$ cat config.mk
export PLATFORM = sky130hd
export DESIGN_NAME = ps2_host_tx_flat
export DESIGN_NICKNAME = d
export VERILOG_FILES = /design/src/rtl/ps2_host_tx_pkg.sv /design/src/rtl/ps2_host_tx_if.sv /design/src/rtl/ps2_host_tx_line_sync.sv /design/src/rtl/ps2_host_tx.sv /design/src/flat_wrapper.sv
export SDC_FILE = /design/constraint.sdc
export NUM_CORES = 1
export LEC_CHECK = 0
export ABC_CLOCK_PERIOD_IN_PS = 2400
export BUFFER_PORTS_ARGS = -buffer_cell sky130_fd_sc_hd__buf_2
export CAP_MARGIN = 20
export CORE_UTILIZATION = 40
export DETAILED_ROUTE_END_ITERATION = 6
export GPL_ROUTABILITY_DRIVEN = 0
export PLACE_DENSITY = 0.58
export SLEW_MARGIN = 25
export SYNTH_ARGS = -nofsm -noshare
export SYNTH_HDL_FRONTEND = slang
export SYNTH_SLANG_ARGS = --single-unit
$ cat constraint.sdc
create_clock -name clk -period 2.4 [get_ports clk]
set_input_delay 0.24 -clock clk [delete_from_list [all_inputs] [get_ports clk]]
set_output_delay 0.24 -clock clk [all_outputs]
set_load 0.1 [all_outputs]
$ cat src/rtl/ps2_host_tx_pkg.sv
// Shared PS/2 definitions: FSM state encoding, command bytes, counter widths
// and the odd-parity frame builder used by the host transmitter.
package ps2_host_tx_pkg;

  localparam int TIMER_W = 21;
  localparam int EDGE_W  = 4;

  localparam logic [3:0] ST_IDLE      = 4'd0;
  localparam logic [3:0] ST_INHIBIT   = 4'd1;
  localparam logic [3:0] ST_RTS       = 4'd2;
  localparam logic [3:0] ST_WAIT_CLK  = 4'd3;
  localparam logic [3:0] ST_SHIFT     = 4'd4;
  localparam logic [3:0] ST_ACK       = 4'd5;
  localparam logic [3:0] ST_WAIT_IDLE = 4'd6;
  localparam logic [3:0] ST_DONE      = 4'd7;
  localparam logic [3:0] ST_ERR       = 4'd8;

  localparam logic [7:0] CMD_RESET    = 8'hFF;
  localparam logic [7:0] CMD_ENABLE   = 8'hF4;
  localparam logic [7:0] CMD_SET_LEDS = 8'hED;
  localparam logic [7:0] RSP_ACK      = 8'hFA;

  // Bit 8 makes the total number of ones across all nine bits odd.
  function automatic logic [8:0] make_frame(input logic [7:0] data);
    return {~^data, data};
  endfunction

endpackage

$ cat src/rtl/ps2_host_tx_if.sv
// Command handshake between a client and the PS/2 host transmitter.
interface ps2_host_tx_if;
  logic [7:0] tx_data;
  logic       tx_valid;
  logic       tx_ready;
  logic       tx_busy;
  logic       tx_done;
  logic       tx_err;

  modport master (
    output tx_data, tx_valid,
    input  tx_ready, tx_busy, tx_done, tx_err
  );

  modport slave (
    input  tx_data, tx_valid,
    output tx_ready, tx_busy, tx_done, tx_err
  );
endinterface

$ cat src/rtl/ps2_host_tx_line_sync.sv
// Two-flop synchronizers for the PS/2 clock and data pins plus a falling-edge
// strobe on the synchronized clock; shared with the receive path.
module ps2_line_sync (
  input  logic clk,
  input  logic reset,
  input  logic ps2_clk_in,
  input  logic ps2_data_in,
  output logic clk_sync,
  output logic data_sync,
  output logic clk_fall
);

  logic clk_meta_r;
  logic clk_sync_r;
  logic clk_prev_r;
  logic data_meta_r;
  logic data_sync_r;

  // Idle bus level is high, so the chain resets high to avoid a false edge.
  always_ff @(posedge clk or negedge reset) begin
    if (!reset) begin
      clk_meta_r  <= 1'b1;
      clk_sync_r  <= 1'b1;
      clk_prev_r  <= 1'b1;
      data_meta_r <= 1'b1;
      data_sync_r <= 1'b1;
    end else begin
      clk_meta_r  <= ps2_clk_in;
      clk_sync_r  <= clk_meta_r;
      clk_prev_r  <= clk_sync_r;
      data_meta_r <= ps2_data_in;
      data_sync_r <= data_meta_r;
    end
  end

  assign clk_sync  = clk_sync_r;
  assign data_sync = data_sync_r;
  assign clk_fall  = clk_prev_r & ~clk_sync_r;

endmodule

$ cat src/rtl/ps2_host_tx.sv
// PS/2 host-to-device transmitter: inhibit, request-to-send, clocked-out frame,
// acknowledge check, with start and transfer timeouts.
module ps2_host_tx
  import ps2_host_tx_pkg::*;
#(
  parameter int INHIBIT_CYCLES = 12000,
  parameter int RTS_CYCLES     = 20,
  parameter int START_TIMEOUT  = 1500000,
  parameter int XFER_TIMEOUT   = 200000
) (
  input  logic              clk,
  input  logic              reset,
  ps2_host_tx_if.slave      tx,
  input  logic              ps2_clk_in,
  input  logic              ps2_data_in,
  output logic              ps2_clk_oe,
  output logic              ps2_data_oe
);

  localparam logic [TIMER_W-1:0] INHIBIT_LAST = TIMER_W'(INHIBIT_CYCLES - 1);
  localparam logic [TIMER_W-1:0] RTS_LAST     = TIMER_W'(RTS_CYCLES - 1);
  localparam logic [TIMER_W-1:0] START_LAST   = TIMER_W'(START_TIMEOUT - 1);
  localparam logic [TIMER_W-1:0] XFER_LAST    = TIMER_W'(XFER_TIMEOUT - 1);
  localparam logic [TIMER_W-1:0] TIMER_MAX    = {TIMER_W{1'b1}};

  logic                clk_sync_s;
  logic                data_sync_s;
  logic                clk_fall_s;

  logic [3:0]          state_r,    state_s;
  logic [TIMER_W-1:0]  timer_r,    timer_s,    timer_inc_s;
  logic [EDGE_W-1:0]   edge_cnt_r, edge_cnt_s;
  logic [8:0]          frame_r,    frame_s;
  logic                shift_oe_s;

  logic clk_oe_r,  clk_oe_s;
  logic data_oe_r, data_oe_s;
  logic ready_r,   ready_s;
  logic busy_r,    busy_s;
  logic done_r,    done_s;
  logic err_r,     err_s;

  ps2_line_sync u_sync (
    .clk         (clk),
    .reset       (reset),
    .ps2_clk_in  (ps2_clk_in),
    .ps2_data_in (ps2_data_in),
    .clk_sync    (clk_sync_s),
    .data_sync   (data_sync_s),
    .clk_fall    (clk_fall_s)
  );

  assign timer_inc_s = (timer_r == TIMER_MAX) ? timer_r : timer_r + 21'd1;

  // Next-state, timer, edge counter and data-line level; edges beat timeouts.
  always_comb begin
    state_s    = state_r;
    timer_s    = timer_inc_s;
    edge_cnt_s = edge_cnt_r;
    frame_s    = frame_r;
    shift_oe_s = data_oe_r;
    case (state_r)
      ST_IDLE: begin
        timer_s = {TIMER_W{1'b0}};
        if (tx.tx_valid) begin
          frame_s    = make_frame(tx.tx_data);
          edge_cnt_s = 4'd0;
          state_s    = ST_INHIBIT;
        end else begin
          state_s = ST_IDLE;
        end
      end
      ST_INHIBIT: begin
        if (timer_r == INHIBIT_LAST) begin
          state_s = ST_RTS;
          timer_s = {TIMER_W{1'b0}};
        end else begin
          state_s = ST_INHIBIT;
        end
      end
      ST_RTS: begin
        if (timer_r == RTS_LAST) begin
          state_s = ST_WAIT_CLK;
          timer_s = {TIMER_W{1'b0}};
        end else begin
          state_s = ST_RTS;
        end
      end
      ST_WAIT_CLK: begin
        if (clk_fall_s) begin
          state_s    = ST_SHIFT;
          timer_s    = {TIMER_W{1'b0}};
          edge_cnt_s = 4'd1;
          shift_oe_s = ~frame_r[0];
        end else if (timer_r == START_LAST) begin
          state_s = ST_ERR;
        end else begin
          state_s = ST_WAIT_CLK;
        end
      end
      ST_SHIFT: begin
        if (clk_fall_s) begin
          if (edge_cnt_r == 4'd9) begin
            shift_oe_s = 1'b0;
            edge_cnt_s = 4'd10;
            state_s    = ST_ACK;
          end else begin
            shift_oe_s = ~frame_r[edge_cnt_r];
            edge_cnt_s = edge_cnt_r + 4'd1;
          end
        end else if (timer_r == XFER_LAST) begin
          state_s = ST_ERR;
        end else begin
          state_s = ST_SHIFT;
        end
      end
      ST_ACK: begin
        if (clk_fall_s) begin
          if (!data_sync_s) begin
            state_s = ST_WAIT_IDLE;
          end else begin
            state_s = ST_ERR;
          end
        end else if (timer_r == XFER_LAST) begin
          state_s = ST_ERR;
        end else begin
          state_s = ST_ACK;
        end
      end
      ST_WAIT_IDLE: begin
        if (clk_sync_s && data_sync_s) begin
          state_s = ST_DONE;
        end else begin
          state_s = ST_WAIT_IDLE;
        end
      end
      ST_DONE: state_s = ST_IDLE;
      ST_ERR:  state_s = ST_IDLE;
      default: state_s = ST_IDLE;
    endcase
  end

  // Outputs are decoded from the next state so they register alongside it.
  always_comb begin
    clk_oe_s  = 1'b0;
    data_oe_s = 1'b0;
    ready_s   = 1'b0;
    busy_s    = 1'b1;
    done_s    = 1'b0;
    err_s     = 1'b0;
    case (state_s)
      ST_IDLE: begin
        ready_s = 1'b1;
        busy_s  = 1'b0;
      end
      ST_INHIBIT:  clk_oe_s = 1'b1;
      ST_RTS: begin
        clk_oe_s  = 1'b1;
        data_oe_s = 1'b1;
      end
      ST_WAIT_CLK: data_oe_s = 1'b1;
      ST_SHIFT:    data_oe_s = shift_oe_s;
      ST_DONE:     done_s    = 1'b1;
      ST_ERR:      err_s     = 1'b1;
      default:     data_oe_s = 1'b0;
    endcase
  end

  // State and registered outputs; reset releases both lines immediately.
  always_ff @(posedge clk or negedge reset) begin
    if (!reset) begin
      state_r    <= ST_IDLE;
      timer_r    <= {TIMER_W{1'b0}};
      edge_cnt_r <= 4'd0;
      frame_r    <= 9'd0;
      clk_oe_r   <= 1'b0;
      data_oe_r  <= 1'b0;
      ready_r    <= 1'b1;
      busy_r     <= 1'b0;
      done_r     <= 1'b0;
      err_r      <= 1'b0;
    end else begin
      state_r    <= state_s;
      timer_r    <= timer_s;
      edge_cnt_r <= edge_cnt_s;
      frame_r    <= frame_s;
      clk_oe_r   <= clk_oe_s;
      data_oe_r  <= data_oe_s;
      ready_r    <= ready_s;
      busy_r     <= busy_s;
      done_r     <= done_s;
      err_r      <= err_s;
    end
  end

  assign ps2_clk_oe  = clk_oe_r;
  assign ps2_data_oe = data_oe_r;
  assign tx.tx_ready = ready_r;
  assign tx.tx_busy  = busy_r;
  assign tx.tx_done  = done_r;
  assign tx.tx_err   = err_r;

endmodule

$ cat src/flat_wrapper.sv
// flat-port wrapper written by rule: the top's interface ports become plain ports
module ps2_host_tx_flat import ps2_host_tx_pkg::*;
#(
  parameter int INHIBIT_CYCLES = 12000,
  parameter int RTS_CYCLES     = 20,
  parameter int START_TIMEOUT  = 1500000,
  parameter int XFER_TIMEOUT   = 200000
)
  (clk, reset, ps2_clk_in, ps2_data_in, ps2_clk_oe, ps2_data_oe, tx_tx_data, tx_tx_valid, tx_tx_ready, tx_tx_busy, tx_tx_done, tx_tx_err);
  ps2_host_tx_if tx_i ();
  input  logic clk;
  input  logic reset;
  input  logic ps2_clk_in;
  input  logic ps2_data_in;
  output logic ps2_clk_oe;
  output logic ps2_data_oe;
  input wire logic [$bits(tx_i.tx_data)-1:0] tx_tx_data;
  input wire logic [$bits(tx_i.tx_valid)-1:0] tx_tx_valid;
  output wire logic [$bits(tx_i.tx_ready)-1:0] tx_tx_ready;
  output wire logic [$bits(tx_i.tx_busy)-1:0] tx_tx_busy;
  output wire logic [$bits(tx_i.tx_done)-1:0] tx_tx_done;
  output wire logic [$bits(tx_i.tx_err)-1:0] tx_tx_err;
  assign tx_i.tx_data = tx_tx_data;
  assign tx_i.tx_valid = tx_tx_valid;
  assign tx_tx_ready = tx_i.tx_ready;
  assign tx_tx_busy = tx_i.tx_busy;
  assign tx_tx_done = tx_i.tx_done;
  assign tx_tx_err = tx_i.tx_err;
  ps2_host_tx #(.INHIBIT_CYCLES(INHIBIT_CYCLES), .RTS_CYCLES(RTS_CYCLES), .START_TIMEOUT(START_TIMEOUT), .XFER_TIMEOUT(XFER_TIMEOUT)) u_core (.clk(clk), .reset(reset), .tx(tx_i), .ps2_clk_in(ps2_clk_in), .ps2_data_in(ps2_data_in), .ps2_clk_oe(ps2_clk_oe), .ps2_data_oe(ps2_data_oe));
endmodule
==> key figures, run 1 <==
Outcome
  – Outcome: finished clean

Logic synthesis
  – Synth warnings: 0
  – Cell count after synthesis: 280
  – Synthesized net count: 296
  – Cell accounting for the most synthesized area: sky130_fd_sc_hd__dfrtp_1
  – Fraction of the yosys area taken by sequential cells: 0.4492
  – Netlist cell types: 56
  – Mux share of post-synthesis cell area: 0.04875
  – Post-synthesis sequential element count: 49
  – Xor/xnor cell area share of the yosys netlist: 0.07973
  – Number of synthesized flops with an enable pin: 0
  – Fraction of post-synthesis cell area in the top cell type by area: 0.3918
  – Mapped cell area: 2746 µm²
  – Area fraction in and, or, nand and nor cells after synthesis: 0.2797
  – Top flip-flop cell by instance count after synthesis: sky130_fd_sc_hd__dfrtp_1
  – Synthesized-area fraction occupied by adder cells: 0.01367
  – Ys async rst share: 1.000
  – Largest family of logic cells by synthesized area: simple AND/OR/NAND/NOR gates
  – Mean instance size in the synthesized netlist: 9.809 µm²
  – Synthesized-area fraction occupied by ao, oa, aoi and oai cells: 0.1007
  – Leading cell types by total area after synthesis: sky130_fd_sc_hd__dfrtp_1 39%, sky130_fd_sc_hd__xnor2_1 6.4%, sky130_fd_sc_hd__dfstp_2 5.7%, sky130_fd_sc_hd__nor2_1 4.8%, sky130_fd_sc_hd__mux2_2 3.7%

Timing
  – Clock period minus final worst setup slack: 2.306 ns
  – Fin Hold WS: 0.02366 ns
  – Post-Route Setup TNS: 0 ns
  – Setup repair after global routing missed its margin: false
  – Hold violation count in the final report: 0
  – Finish-stage setup viols: 0
  – Tightest slew margin relative to the limit: 0.4338
  – Worst setup skew after layout: 0.009905 ns
  – Final worst path period share: 0.9609
  – Final worst-path setup slack: 0.09380 ns
  – Actual transition at the worst max-transition pin: 0.8493 ns
  – Pins over their slew limit: 0
  – Highest clock frequency the design can meet: 433.6 MHz

Worst setup path
  – Worst R2R Setup Slack: 0.09 ns
  – First element of the critical path: u_core.timer_r[0]
  – Maximum fanout encountered on the critical timing path: 6
  – Required time reported for the critical path endpoint: 2.59 ns
  – Critical path endpoint category: flop
  – Reg-to-reg endpoint: u_core.tx.tx_busy
  – Critical path arrival: 2.50 ns
  – Class of the most critical setup path: reg2reg
  – Launch point of the worst reg-to-reg path: u_core.timer_r[0]
  – Worst Reg2Reg Path Length in Cells: 6
  – Last element of the critical path: u_core.tx.tx_busy
  – Startpoint Class: flop

Global routing
  – Vias in the first global route: 2075
  – Total GRT Usage: 0.1753
  – Number of antenna violations at the first check in global routing: 0
  – Pin count of the biggest net entering global routing: 40
  – Overall overflow remaining after global route: 0
  – Wire length of the first global-routing pass: 9.942 mm

Power
  – Switch share: 0.2464
  – Net Switching: 352.9 µW
  – Internal power: 1.079 mW
  – Sequential share of power: 0.584
  – Portion of total power attributed to combinational logic: 0.041
  – Total design power: 1.432 mW
  – Clock network power share: 0.375
  – Power density of the placed cells: 454.6 nW/µm²
  – Peak supply drop: 0.2638 mV
  – Leak pwr: 1.342 nW

Detailed routing
  – Overall routed net length: 5.688 mm
  – Wire length per cell: 14.58 µm
  – Total via count after detailed routing: 2162
  – Drt first-iter violations: 124
  – Total DRC errors in the routed layout: 0
  – Number of routed nets with antenna violations: 0
  – Average via count per standard cell: 5.544
  – Number of detailed-routing iterations run before antenna repair: 6

Floorplan
  – Overall die area: 7201 µm²
  – IO Count: 19
  – Core area: 6495 µm²
  – Effective utilization at floorplan: 0.4228
  – Row Count: 29
  – X dimension of the die: 84.86 µm
  – Die Height: 84.86 µm

Layout
  – Final Net Count: 328
  – Proportion of layout cells with a drive suffix above 1: 0.2428
  – Summed area of non-filler cells in the final layout: 3151 µm²
  – Syn-to-layout area delta: 14.72%
  – Number of fill cells in the layout: 603
  – Finished Core Util: 0.4851
  – Antenna diode count: 0
  – Final non-filler cell total: 390

Clock network
  – Number of buffers created by CTS: 5
  – # Post-CTS Setup Buffers: 0
  – Skew-Pair Late Insertion Delay: 0.31 ns
  – Number of H-tree levels: 2
  – Clock root buffer: sky130_fd_sc_hd__clkbuf_8
  – Max Buffers Root-to-Sink: 2
  – Reg clk slew, reported paths: 0.10 ns
  – CTS tree: built
  – Clk sink count: 49

Placed design
  – Post-detail-place hpwl: 4.134 mm
  – Number of I/O port buffers: 18
  – Placed inst area: 3013 µm²
  – Cell count after placement: 380
  – Worst setup slack before clock tree synthesis: 0.005380 ns

Flow run
  – Max-cap violations: 0

Min path
  – Class of the tightest hold or removal check: in2async
## Yosys cell counts (all sizes together) (2+ instances only)
| cell type | instances |
|---|---|
| dfrtp | 43 |
| nor2 | 35 |
| xnor2 | 20 |
| nand2 | 19 |
| nor3 | 15 |
| nand3 | 14 |
| nand4 | 13 |
| o21ai | 12 |
| clkbuf | 10 |
| mux2 | 9 |
| inv | 8 |
| nor2b | 7 |
| and2 | 6 |
| dfstp | 6 |
| nor4b | 6 |
| xor2 | 5 |
| or4 | 4 |
| a21oi | 3 |
| a31oi | 3 |
| and3 | 3 |
| ha | 3 |
| nand2b | 3 |
| nor4 | 3 |
| o31ai | 3 |
| a211oi | 2 |
| and3b | 2 |
| buf | 2 |
| o211ai | 2 |
| o41ai | 2 |
## layout make-up
| type | count | area [µm²] | area share |
|---|---|---|---|
| sequential | 49 | 1234 | 0.3916 |
| timing repair buffer | 37 | 237.7 | 0.07546 |
| multi-input combinational | 211 | 1455 | 0.4619 |
| clock buffer | 5 | 68.82 | 0.02184 |
| tap | 77 | 96.34 | 0.03058 |
| inverter | 8 | 30.03 | 0.009531 |
| clock inverter | 3 | 28.78 | 0.009134 |
## cell families (layout without fill, tap and decap cells)
| logic type | Yosys count | after routing |
|---|---|---|
| AOI/OAI and AO/OA | 35 | 35 |
| DFF | 49 | 49 |
| muxes | 11 | 11 |
| adders and majority gates | 3 | 3 |
| xor gates and xnor gates | 25 | 25 |
| buffers and inverters | 20 | 53 |
| and+or+nand+nor | 137 | 137 |
## registers in the layout, summed over array words and instances (netlist names), 4 cells and up
signal / count
u_core.frame_r: 9
u_core.edge_cnt_r: 4
u_core.state_r: 4
u_core.timer_r: 21
## cell usage in the layout, fill, tap and decap left out, types with 2 or more instances in the layout
cell type and instances:
sky130_fd_sc_hd__a211oi_1 2, sky130_fd_sc_hd__a21oi_1 3, sky130_fd_sc_hd__a31oi_1 3, sky130_fd_sc_hd__and2_1 5, sky130_fd_sc_hd__and3_2 2, sky130_fd_sc_hd__and3b_1 2, sky130_fd_sc_hd__buf_2 18, sky130_fd_sc_hd__buf_4 17
sky130_fd_sc_hd__clkbuf_8 5, sky130_fd_sc_hd__dfrtp_1 43, sky130_fd_sc_hd__dfstp_2 6, sky130_fd_sc_hd__dlygate4sd3_1 2, sky130_fd_sc_hd__ha_1 2, sky130_fd_sc_hd__inv_1 8, sky130_fd_sc_hd__inv_6 2, sky130_fd_sc_hd__mux2_2 9
sky130_fd_sc_hd__nand2_1 19, sky130_fd_sc_hd__nand2b_1 3, sky130_fd_sc_hd__nand3_1 13, sky130_fd_sc_hd__nand4_1 12, sky130_fd_sc_hd__nor2_1 35, sky130_fd_sc_hd__nor2b_1 6, sky130_fd_sc_hd__nor3_1 13, sky130_fd_sc_hd__nor3_2 2
sky130_fd_sc_hd__nor4_1 3, sky130_fd_sc_hd__nor4b_1 5, sky130_fd_sc_hd__o211ai_1 2, sky130_fd_sc_hd__o21ai_0 10, sky130_fd_sc_hd__o31ai_1 2, sky130_fd_sc_hd__o41ai_1 2, sky130_fd_sc_hd__or4_1 2, sky130_fd_sc_hd__or4_4 2
sky130_fd_sc_hd__xnor2_1 20, sky130_fd_sc_hd__xor2_1 5
## power by group through the flow
stage	clock [mW]	sequential, mW	combinational, mW
2_1_floorplan	0	0.851	0.0240
3_3_place_gp	0	0.852	0.0572
3_5_place_dp	0	0.852	0.0582
4_1_cts	0.558	0.836	0.0594
5_1_grt	0.599	0.837	0.0677
6_report	0.537	0.836	0.0592
## timing repair
item | 4_1_cts | 5_1_grt
setup endpoints to repair | 0 | 5
hold buffers | 1 | 1
endpoints found under the hold margin | 1 | 1
gates resized for setup | 0 | 4
## worst min path at each step
| stage | startpoint | to | slack [ns] | cells after the start |
|---|---|---|---|---|
| final | reset | u_core.ps2_clk_oe | 0.02 | 1 |
| after global routing | reset | u_core.timer_r[11] | 0.09 | 1 |
| after CTS | ps2_clk_in | u_core.u_sync.clk_meta_r | 0.0005 | 1 |
| after detailed placement | ps2_data_in | u_core.u_sync.data_meta_r | 0.35 | 1 |
| after global placement | ps2_clk_in | u_core.u_sync.clk_meta_r | 0.35 | 1 |
| after floorplan | reset | u_core.edge_cnt_r[0] | -0.06 | 0 |
## critical path, stage by stage (launching register included)
cell and delay (ns):
sky130_fd_sc_hd__dfrtp_1 0.40, sky130_fd_sc_hd__ha_4 0.18, sky130_fd_sc_hd__nand3_2 0.10, sky130_fd_sc_hd__or4_4 0.58, sky130_fd_sc_hd__o2111ai_4 0.25, sky130_fd_sc_hd__nand4_4 0.14
sky130_fd_sc_hd__or4_1 0.53
## per-layer routing
layer,track usage,up-vias,share of wire
met5,0,-,0
met4,0.06009,0,0.0098
met3,0.03307,4,0.041
met2,0.2683,55,0.45
met1,0.2502,1026,0.50
li1,-,1077,-
No activity file was read; power rests on OpenSTA's default activity.
==> inputs of run 2 (changes only) <==
--- a/config.mk
+++ b/config.mk
@@ -5,13 +5,13 @@
 export SDC_FILE = /design/constraint.sdc
 export NUM_CORES = 1
 export LEC_CHECK = 0
-export ABC_CLOCK_PERIOD_IN_PS = 2400
+export ABC_CLOCK_PERIOD_IN_PS = 2600
 export BUFFER_PORTS_ARGS = -buffer_cell sky130_fd_sc_hd__buf_2
 export CAP_MARGIN = 20
 export CORE_UTILIZATION = 40
 export DETAILED_ROUTE_END_ITERATION = 6
 export GPL_ROUTABILITY_DRIVEN = 0
-export PLACE_DENSITY = 0.58
+export PLACE_DENSITY = 0.56
 export SLEW_MARGIN = 25
 export SYNTH_ARGS = -nofsm -noshare
 export SYNTH_HDL_FRONTEND = slang
==> constraint.sdc (replaced) <==
create_clock -name clk -period 2.6 [get_ports clk]
set_input_delay 0.26 -clock clk [delete_from_list [all_inputs] [get_ports clk]]
set_output_delay 0.26 -clock clk [all_outputs]
set_load 0.1 [all_outputs]
==> key figures, run 2 (synthesis gave the netlist of run 1 again) <==
Outcome
  – Outcome: finished with violations
  – Violated checks: design-rule violations

Floorplan
  – X dimension of the die: 84.86 µm (unchanged)
  – Row Count: 29 (unchanged)
  – Overall die area: 7201 µm² (unchanged)
  – Die Height: 84.86 µm (unchanged)
  – IO Count: 19 (unchanged)
  – Core area: 6495 µm² (unchanged)
  – Effective utilization at floorplan: 0.4228 (unchanged)

Global routing
  – Met3 Resource Use GR: 0.03210 (-0.0009728)
  – Pin count of the biggest net entering global routing: 47 (+18%)
  – Total GRT Usage: 0.1792 (+0.003994)
  – Met1 GRT Util: 0.2611 (+0.01096)
  – Number of antenna violations at the first check in global routing: 0 (unchanged)
  – Vias in the first global route: 2089 (+0.67%)
  – Global route hottest layer: met2
  – Wire length of the first global-routing pass: 10.24 mm (+3.0%)
  – Grt met2 use: 0.2712 (+0.002956)
  – Overall overflow remaining after global route: 0 (unchanged)

Timing
  – Actual transition at the worst max-transition pin: 0.5825 ns (-0.2668 ns)
  – Final worst path period share: 0.9426 (-0.01831)
  – Fin Hold WS: 0.02762 ns (+0.003962 ns)
  – Post-Route Setup TNS: 0 ns (unchanged)
  – Tightest slew margin relative to the limit: 0.6117 (+0.1779)
  – Pins over their slew limit: 0 (unchanged)
  – Hold violation count in the final report: 0 (unchanged)
  – Worst setup skew after layout: 0.01089 ns (+0.0009848 ns)
  – Highest clock frequency the design can meet: 408.0 MHz (-5.9%)
  – Final worst-path setup slack: 0.1492 ns (+0.05542 ns)
  – Finish-stage setup viols: 0 (unchanged)
  – Setup repair after global routing missed its margin: false
  – Clock period minus final worst setup slack: 2.451 ns (+0.1446 ns)

Detailed routing
  – Number of detailed-routing iterations run before antenna repair: 7 (+1)
  – Overall routed net length: 5.791 mm (+1.8%)
  – Total DRC errors in the routed layout: 2 (+2)
  – Number of routed nets with antenna violations: 0 (unchanged)
  – Total via count after detailed routing: 2123 (-1.8%)
  – Average via count per standard cell: 5.572 (+0.52%)
  – Drt first-iter violations: 126 (+1.6%)
  – Wire length per cell: 15.20 µm (+4.2%)

Power
  – Power density of the placed cells: 427.7 nW/µm² (-5.9%)
  – Sequential share of power: 0.587 (+0.003)
  – Net Switching: 323.1 µW (-8.4%)
  – Portion of total power attributed to combinational logic: 0.039 (-0.002)
  – Leak pwr: 1.294 nW (-3.6%)
  – Clock network power share: 0.373 (-0.002)
  – Total design power: 1.314 mW (-8.2%)
  – Peak supply drop: 0.2238 mV (-15%)
  – Switch share: 0.2458 (-0.0005773)
  – Internal power: 991.2 µW (-8.2%)

Layout
  – Commonest non-fill, non-tap cell in the layout: sky130_fd_sc_hd__dfrtp_1
  – Proportion of layout cells with a drive suffix above 1: 0.2171 (-0.02571)
  – Commonest cells after routing, fill and taps aside: 43 x sky130_fd_sc_hd__dfrtp_1, 35 x sky130_fd_sc_hd__nor2_1, 20 x sky130_fd_sc_hd__xnor2_1
  – Max reg flops: 21 (unchanged)
  – Final Net Count: 319 (-2.7%)
  – Finished Core Util: 0.4731 (-0.01194)
  – Area of all sequential standard cells: 1234 µm² (unchanged)
  – Largest registers: u_core.timer_r x21, u_core.frame_r x9
  – Summed area of non-filler cells in the final layout: 3073 µm² (-2.5%)
  – Area of combinational cells with multiple inputs: 1448 µm² (-0.52%)
  – Number of fill cells in the layout: 611 (+1.3%)
  – Antenna diode count: 0 (unchanged)
  – Final non-filler cell total: 381 (-2.3%)
  – Syn-to-layout area delta: 11.89%
  – Reg with most FFs: u_core.timer_r

Clock network
  – Clk sink count: 49 (unchanged)
  – # Post-CTS Setup Buffers: 0 (unchanged)
  – Skew-Pair Late Insertion Delay: 0.32 ns (about the same)
  – Number of buffers created by CTS: 5 (unchanged)
  – Number of H-tree levels: 2 (unchanged)
  – Max Buffers Root-to-Sink: 2 (unchanged)
  – Clock root buffer: sky130_fd_sc_hd__clkbuf_8
  – CTS tree: built
  – Reg clk slew, reported paths: 0.10 ns (about the same)

Min path
  – Class of the tightest hold or removal check: in2reg

Worst setup path
  – Critical path endpoint category: flop
  – Maximum fanout encountered on the critical timing path: 6 (unchanged)
  – Class of the most critical setup path: reg2reg
  – Critical path arrival: 2.65 ns (+0.15 ns)
  – Required time reported for the critical path endpoint: 2.79 ns (+0.20 ns)
  – Startpoint Class: flop

Placed design
  – Placed inst area: 2953 µm² (-2.0%)
  – Cell count after placement: 372 (-2.1%)
  – Post-detail-place hpwl: 4.121 mm (-0.32%)
  – Worst setup slack before clock tree synthesis: 0.1381 ns (+0.1327 ns)
  – Number of I/O port buffers: 18 (unchanged)

Flow run
  – Max-cap violations: 0 (unchanged)
## run 2: cell types whose count changed in the layout (fill, tap and decap cells not counted)
cell	change
sky130_fd_sc_hd__inv_6	+1
sky130_fd_sc_hd__nor3_1	+1
sky130_fd_sc_hd__inv_8	-1
sky130_fd_sc_hd__nor2b_2	-1
sky130_fd_sc_hd__buf_2	-1
sky130_fd_sc_hd__ha_4	-1
sky130_fd_sc_hd__o311ai_2	-1
sky130_fd_sc_hd__nor3_2	-1
sky130_fd_sc_hd__buf_4	-7
sky130_fd_sc_hd__ha_2	+1
sky130_fd_sc_hd__nor2b_1	+1
sky130_fd_sc_hd__dlygate4sd3_1	-1
sky130_fd_sc_hd__o311ai_4	+1
## run 2: repair_timing
action,in CTS,in global routing
gates resized for setup,0,2
endpoints found under the hold margin,0,19
hold buffers,0,1
endpoints found under the setup margin,0,6
## run 2: final timing paths
path                                      startpoint                        end  slack (ns)  cells after the start
max                                u_core.timer_r[0]         u_core.timer_r[14]        0.15                      7
min                                      ps2_data_in  u_core.u_sync.data_meta_r        0.03                      1
max reg2reg                        u_core.timer_r[0]         u_core.timer_r[14]        0.15                      7
min reg2reg                u_core.u_sync.data_meta_r    u_core.u_sync.data_sync        0.36                      0
max in group asynchronous                      reset     u_core.u_sync.clk_sync        1.53                      3
min in group asynchronous                      reset         u_core.timer_r[13]        0.47                      2
## run 2: area by class of cell
class	instances	area share
multi-input cells	211	0.4711
flip-flops and latches	49	0.4015
repair buffers	28	0.05537
well taps	77	0.03135
clock buffers	5	0.02239
inverters	8	0.009772
clock inverters	3	0.008550
## run 2: power groups by stage
stage	combinational, mW	clock (mW)	sequential (mW)
6_report	0.0517	0.491	0.772
5_1_grt	0.0598	0.536	0.772
4_1_cts	0.0524	0.509	0.772
3_5_place_dp	0.0523	0	0.786
3_3_place_gp	0.0516	0	0.786
2_1_floorplan	0.0221	0	0.785
## run 2: worst max-delay path, stage by stage, from the launching register on
cell and delay (ns):
sky130_fd_sc_hd__dfrtp_1 0.44, sky130_fd_sc_hd__ha_2 0.26, sky130_fd_sc_hd__nand3_2 0.11, sky130_fd_sc_hd__or4_4 0.61
sky130_fd_sc_hd__or3_1 0.51, sky130_fd_sc_hd__nand4_1 0.15, sky130_fd_sc_hd__xor2_1 0.17, sky130_fd_sc_hd__nor2_1 0.07
## run 2: routing by layer
metal  wire, µm  up-vias
met4         99        0
met5          0        -
met1       2928     1012
met3        206        9
met2       2555       49
li1           -     1053
==> inputs of run 3 (changes only) <==
--- a/config.mk
+++ b/config.mk
@@ -16,3 +16,4 @@
 export SYNTH_ARGS = -nofsm -noshare
 export SYNTH_HDL_FRONTEND = slang
 export SYNTH_SLANG_ARGS = --single-unit
+export TNS_END_PERCENT = 1
==> constraint.sdc (replaced) <==
create_clock -name clk -period 2.6 [get_ports clk]
set_input_delay 0.39 -clock clk [delete_from_list [all_inputs] [get_ports clk]]
set_output_delay 0.39 -clock clk [all_outputs]
set_load 0.05 [all_outputs]
==> key figures, run 3 (synthesis gave the netlist of run 1 again) <==
Placed design
  – Placed inst area: 2945 µm² (-0.25%)
  – Number of I/O port buffers: 18 (unchanged)
  – Worst setup slack before clock tree synthesis: 0.1595 ns (+0.02145 ns)
  – Post-detail-place hpwl: 4.053 mm (-1.7%)
  – Cell count after placement: 371 (-0.27%)

Detailed routing
  – Number of routed nets with antenna violations: 0 (unchanged)
  – Drt first-iter violations: 170 (+35%)
  – Wire length per cell: 14.38 µm (-5.4%)
  – Total DRC errors in the routed layout: 2 (unchanged)
  – Number of detailed-routing iterations run before antenna repair: 6 (-1)
  – Total via count after detailed routing: 2091 (-1.5%)
  – Overall routed net length: 5.465 mm (-5.6%)
  – Average via count per standard cell: 5.503 (-1.2%)

Timing
  – Tightest slew margin relative to the limit: 0.6272 (+0.01551)
  – Hold violation count in the final report: 0 (unchanged)
  – Finish-stage setup viols: 0 (unchanged)
  – Actual transition at the worst max-transition pin: 0.5581 ns (-0.02442 ns)
  – Setup repair after global routing missed its margin: false
  – Post-Route Setup TNS: 0 ns (unchanged)
  – Final worst-path setup slack: 0.1833 ns (+0.03403 ns)
  – Final worst path period share: 0.9295 (-0.01309)
  – Worst setup skew after layout: 0.01022 ns (-0.0006696 ns)
  – Clock period minus final worst setup slack: 2.417 ns (-0.03403 ns)
  – Pins over their slew limit: 0 (unchanged)
  – Highest clock frequency the design can meet: 413.8 MHz (+1.4%)

Global routing
  – Vias in the first global route: 2068 (-1.0%)
  – Total GRT Usage: 0.1725 (-0.006745)
  – Overall overflow remaining after global route: 0 (unchanged)
  – Number of antenna violations at the first check in global routing: 0 (unchanged)
  – Pin count of the biggest net entering global routing: 30 (-36%)
  – Wire length of the first global-routing pass: 9.860 mm (-3.7%)

Worst setup path
  – Worst R2R Setup Slack: 0.18 ns (+0.03 ns)
  – First element of the critical path: u_core.timer_r[0]
  – Class of the most critical setup path: reg2reg
  – Startpoint Class: flop
  – Required time reported for the critical path endpoint: 2.77 ns (-0.02 ns)
  – Maximum fanout encountered on the critical timing path: 6 (unchanged)
  – Reg-to-reg endpoint: u_core.tx.tx_busy
  – Launch point of the worst reg-to-reg path: u_core.timer_r[0]
  – Worst Reg2Reg Path Length in Cells: 6 (-1)
  – Critical path arrival: 2.59 ns (-0.06 ns)
  – Critical path endpoint category: flop

Floorplan
  – X dimension of the die: 84.86 µm (unchanged)
  – Core area: 6495 µm² (unchanged)
  – Die Height: 84.86 µm (unchanged)
  – IO Count: 19 (unchanged)
  – Overall die area: 7201 µm² (unchanged)
  – Effective utilization at floorplan: 0.4228 (unchanged)
  – Row Count: 29 (unchanged)

Layout
  – Commonest non-fill, non-tap cell in the layout: sky130_fd_sc_hd__dfrtp_1
  – Syn-to-layout area delta: 11.39%
  – Final non-filler cell total: 380 (-0.26%)
  – Final Net Count: 318 (-0.31%)
  – Largest registers: u_core.timer_r x21, u_core.frame_r x9
  – Reg with most FFs: u_core.timer_r
  – Max reg flops: 21 (unchanged)
  – Number of fill cells in the layout: 620 (+1.5%)
  – Proportion of layout cells with a drive suffix above 1: 0.2178 (+0.0007165)
  – Antenna diode count: 0 (unchanged)
  – Summed area of non-filler cells in the final layout: 3059 µm² (-0.45%)
  – Commonest cells after routing, fill and taps aside: 43 x sky130_fd_sc_hd__dfrtp_1, 35 x sky130_fd_sc_hd__nor2_1, 20 x sky130_fd_sc_hd__xnor2_1

Flow run
  – Max-cap violations: 0 (unchanged)

Clock network
  – Reg clk slew, reported paths: 0.09 ns (about the same)
  – Clock root buffer: sky130_fd_sc_hd__clkbuf_8
  – CTS tree: built
  – CTS Hold Bufs: 0 (unchanged)
  – Clk sink count: 49 (unchanged)
  – Skew-Pair Late Insertion Delay: 0.30 ns (-0.02 ns)
  – Max Buffers Root-to-Sink: 2 (unchanged)
  – Number of H-tree levels: 2 (unchanged)
  – Number of buffers created by CTS: 5 (unchanged)

Power
  – Sequential share of power: 0.603 (+0.016)
  – Switch share: 0.2305 (-0.01531)
  – Power density of the placed cells: 417.8 nW/µm² (-2.3%)
  – Peak supply drop: 0.3311 mV (+48%)
  – Leak pwr: 1.285 nW (-0.66%)
  – Clock network power share: 0.357 (-0.016)
  – Net Switching: 294.6 µW (-8.8%)
  – Internal power: 983.6 µW (-0.76%)
  – Portion of total power attributed to combinational logic: 0.039 (about the same)

Min path
  – Class of the tightest hold or removal check: in2async

Outcome
  – Violated checks: design-rule violations
  – Outcome: finished with violations
==> run 3: changes by cell type in the layout (fill, tap and decap cells not counted) <==
cell	delta
sky130_fd_sc_hd__dlygate4sd3_1	-1
sky130_fd_sc_hd__buf_4	-1
sky130_fd_sc_hd__clkinvlp_4	+1
sky130_fd_sc_hd__buf_2	+1
sky130_fd_sc_hd__inv_6	-2
sky130_fd_sc_hd__clkinv_4	+1
==> run 3: layer usage <==
metal,up-vias,share of wire,GRT usage
met5,-,0,0
met4,0,0.0084,0.04622
met3,4,0.035,0.02918
met2,44,0.43,0.2535
met1,995,0.53,0.2628
li1,1048,-,-
==> run 3: stage by stage <==
| stage | hold slack (ns) | utilization | power, mW |
|---|---|---|---|
| 6_report | 0.03591 | 0.4710 | 1.278 |
| 5_1_grt | 0.06638 | 0.4710 | 1.341 |
| 4_1_cts | 0.04720 | 0.4679 | 1.306 |
| 3_5_place_dp | 0.3475 | 0.4535 | 0.8387 |
| 3_3_place_gp | 0.3483 | 0.4535 | 0.8381 |
| 2_1_floorplan | 0.09441 | - | 0.8074 |
==> run 3: timing repair <==
action	in CTS	in global routing
gates resized for setup	0	2
buffers inserted	0	1
setup endpoints to repair	0	5
==> run 3: worst max-delay path, stage by stage, from the launching register on <==
cell                        delay [ns]
sky130_fd_sc_hd__dfrtp_1          0.42
sky130_fd_sc_hd__ha_2             0.26
sky130_fd_sc_hd__nand3_2          0.12
sky130_fd_sc_hd__or4_4            0.59
sky130_fd_sc_hd__o2111ai_4        0.26
sky130_fd_sc_hd__nand4_4          0.13
sky130_fd_sc_hd__or4_1            0.51
==> run 3: power by group through the flow <==
| stage | logic [mW] | registers (mW) | clock network (mW) |
|---|---|---|---|
| floorplan | 0.0221 | 0.785 | 0 |
| global placement | 0.0519 | 0.786 | 0 |
| detailed placement | 0.0525 | 0.786 | 0 |
| CTS | 0.0524 | 0.772 | 0.482 |
| global route | 0.0585 | 0.773 | 0.510 |
| finish | 0.0503 | 0.771 | 0.457 |
==> run 3: final cells by class <==
type	instances	area, µm²	area share
Inverter	8	30.03	0.009816
Clock inverter	3	25.02	0.008180
Multi-Input combinational cell	211	1448	0.4732
Sequential cell	49	1234	0.4033
Tap cell	77	96.34	0.03149
Clock buffer	5	68.82	0.02249
Timing Repair Buffer	27	157.7	0.05153
==> run 3: how the worst max path moves through the flow <==
stage	end	slack, ns
detailed placement	u_core.timer_r[11]	0.16
finish	u_core.tx.tx_busy	0.18
CTS	u_core.timer_r[11]	0.13
global route	u_core.tx.tx_busy	0.05
floorplan	u_core.tx.tx_busy	0.30
global placement	u_core.tx.tx_busy	0.22
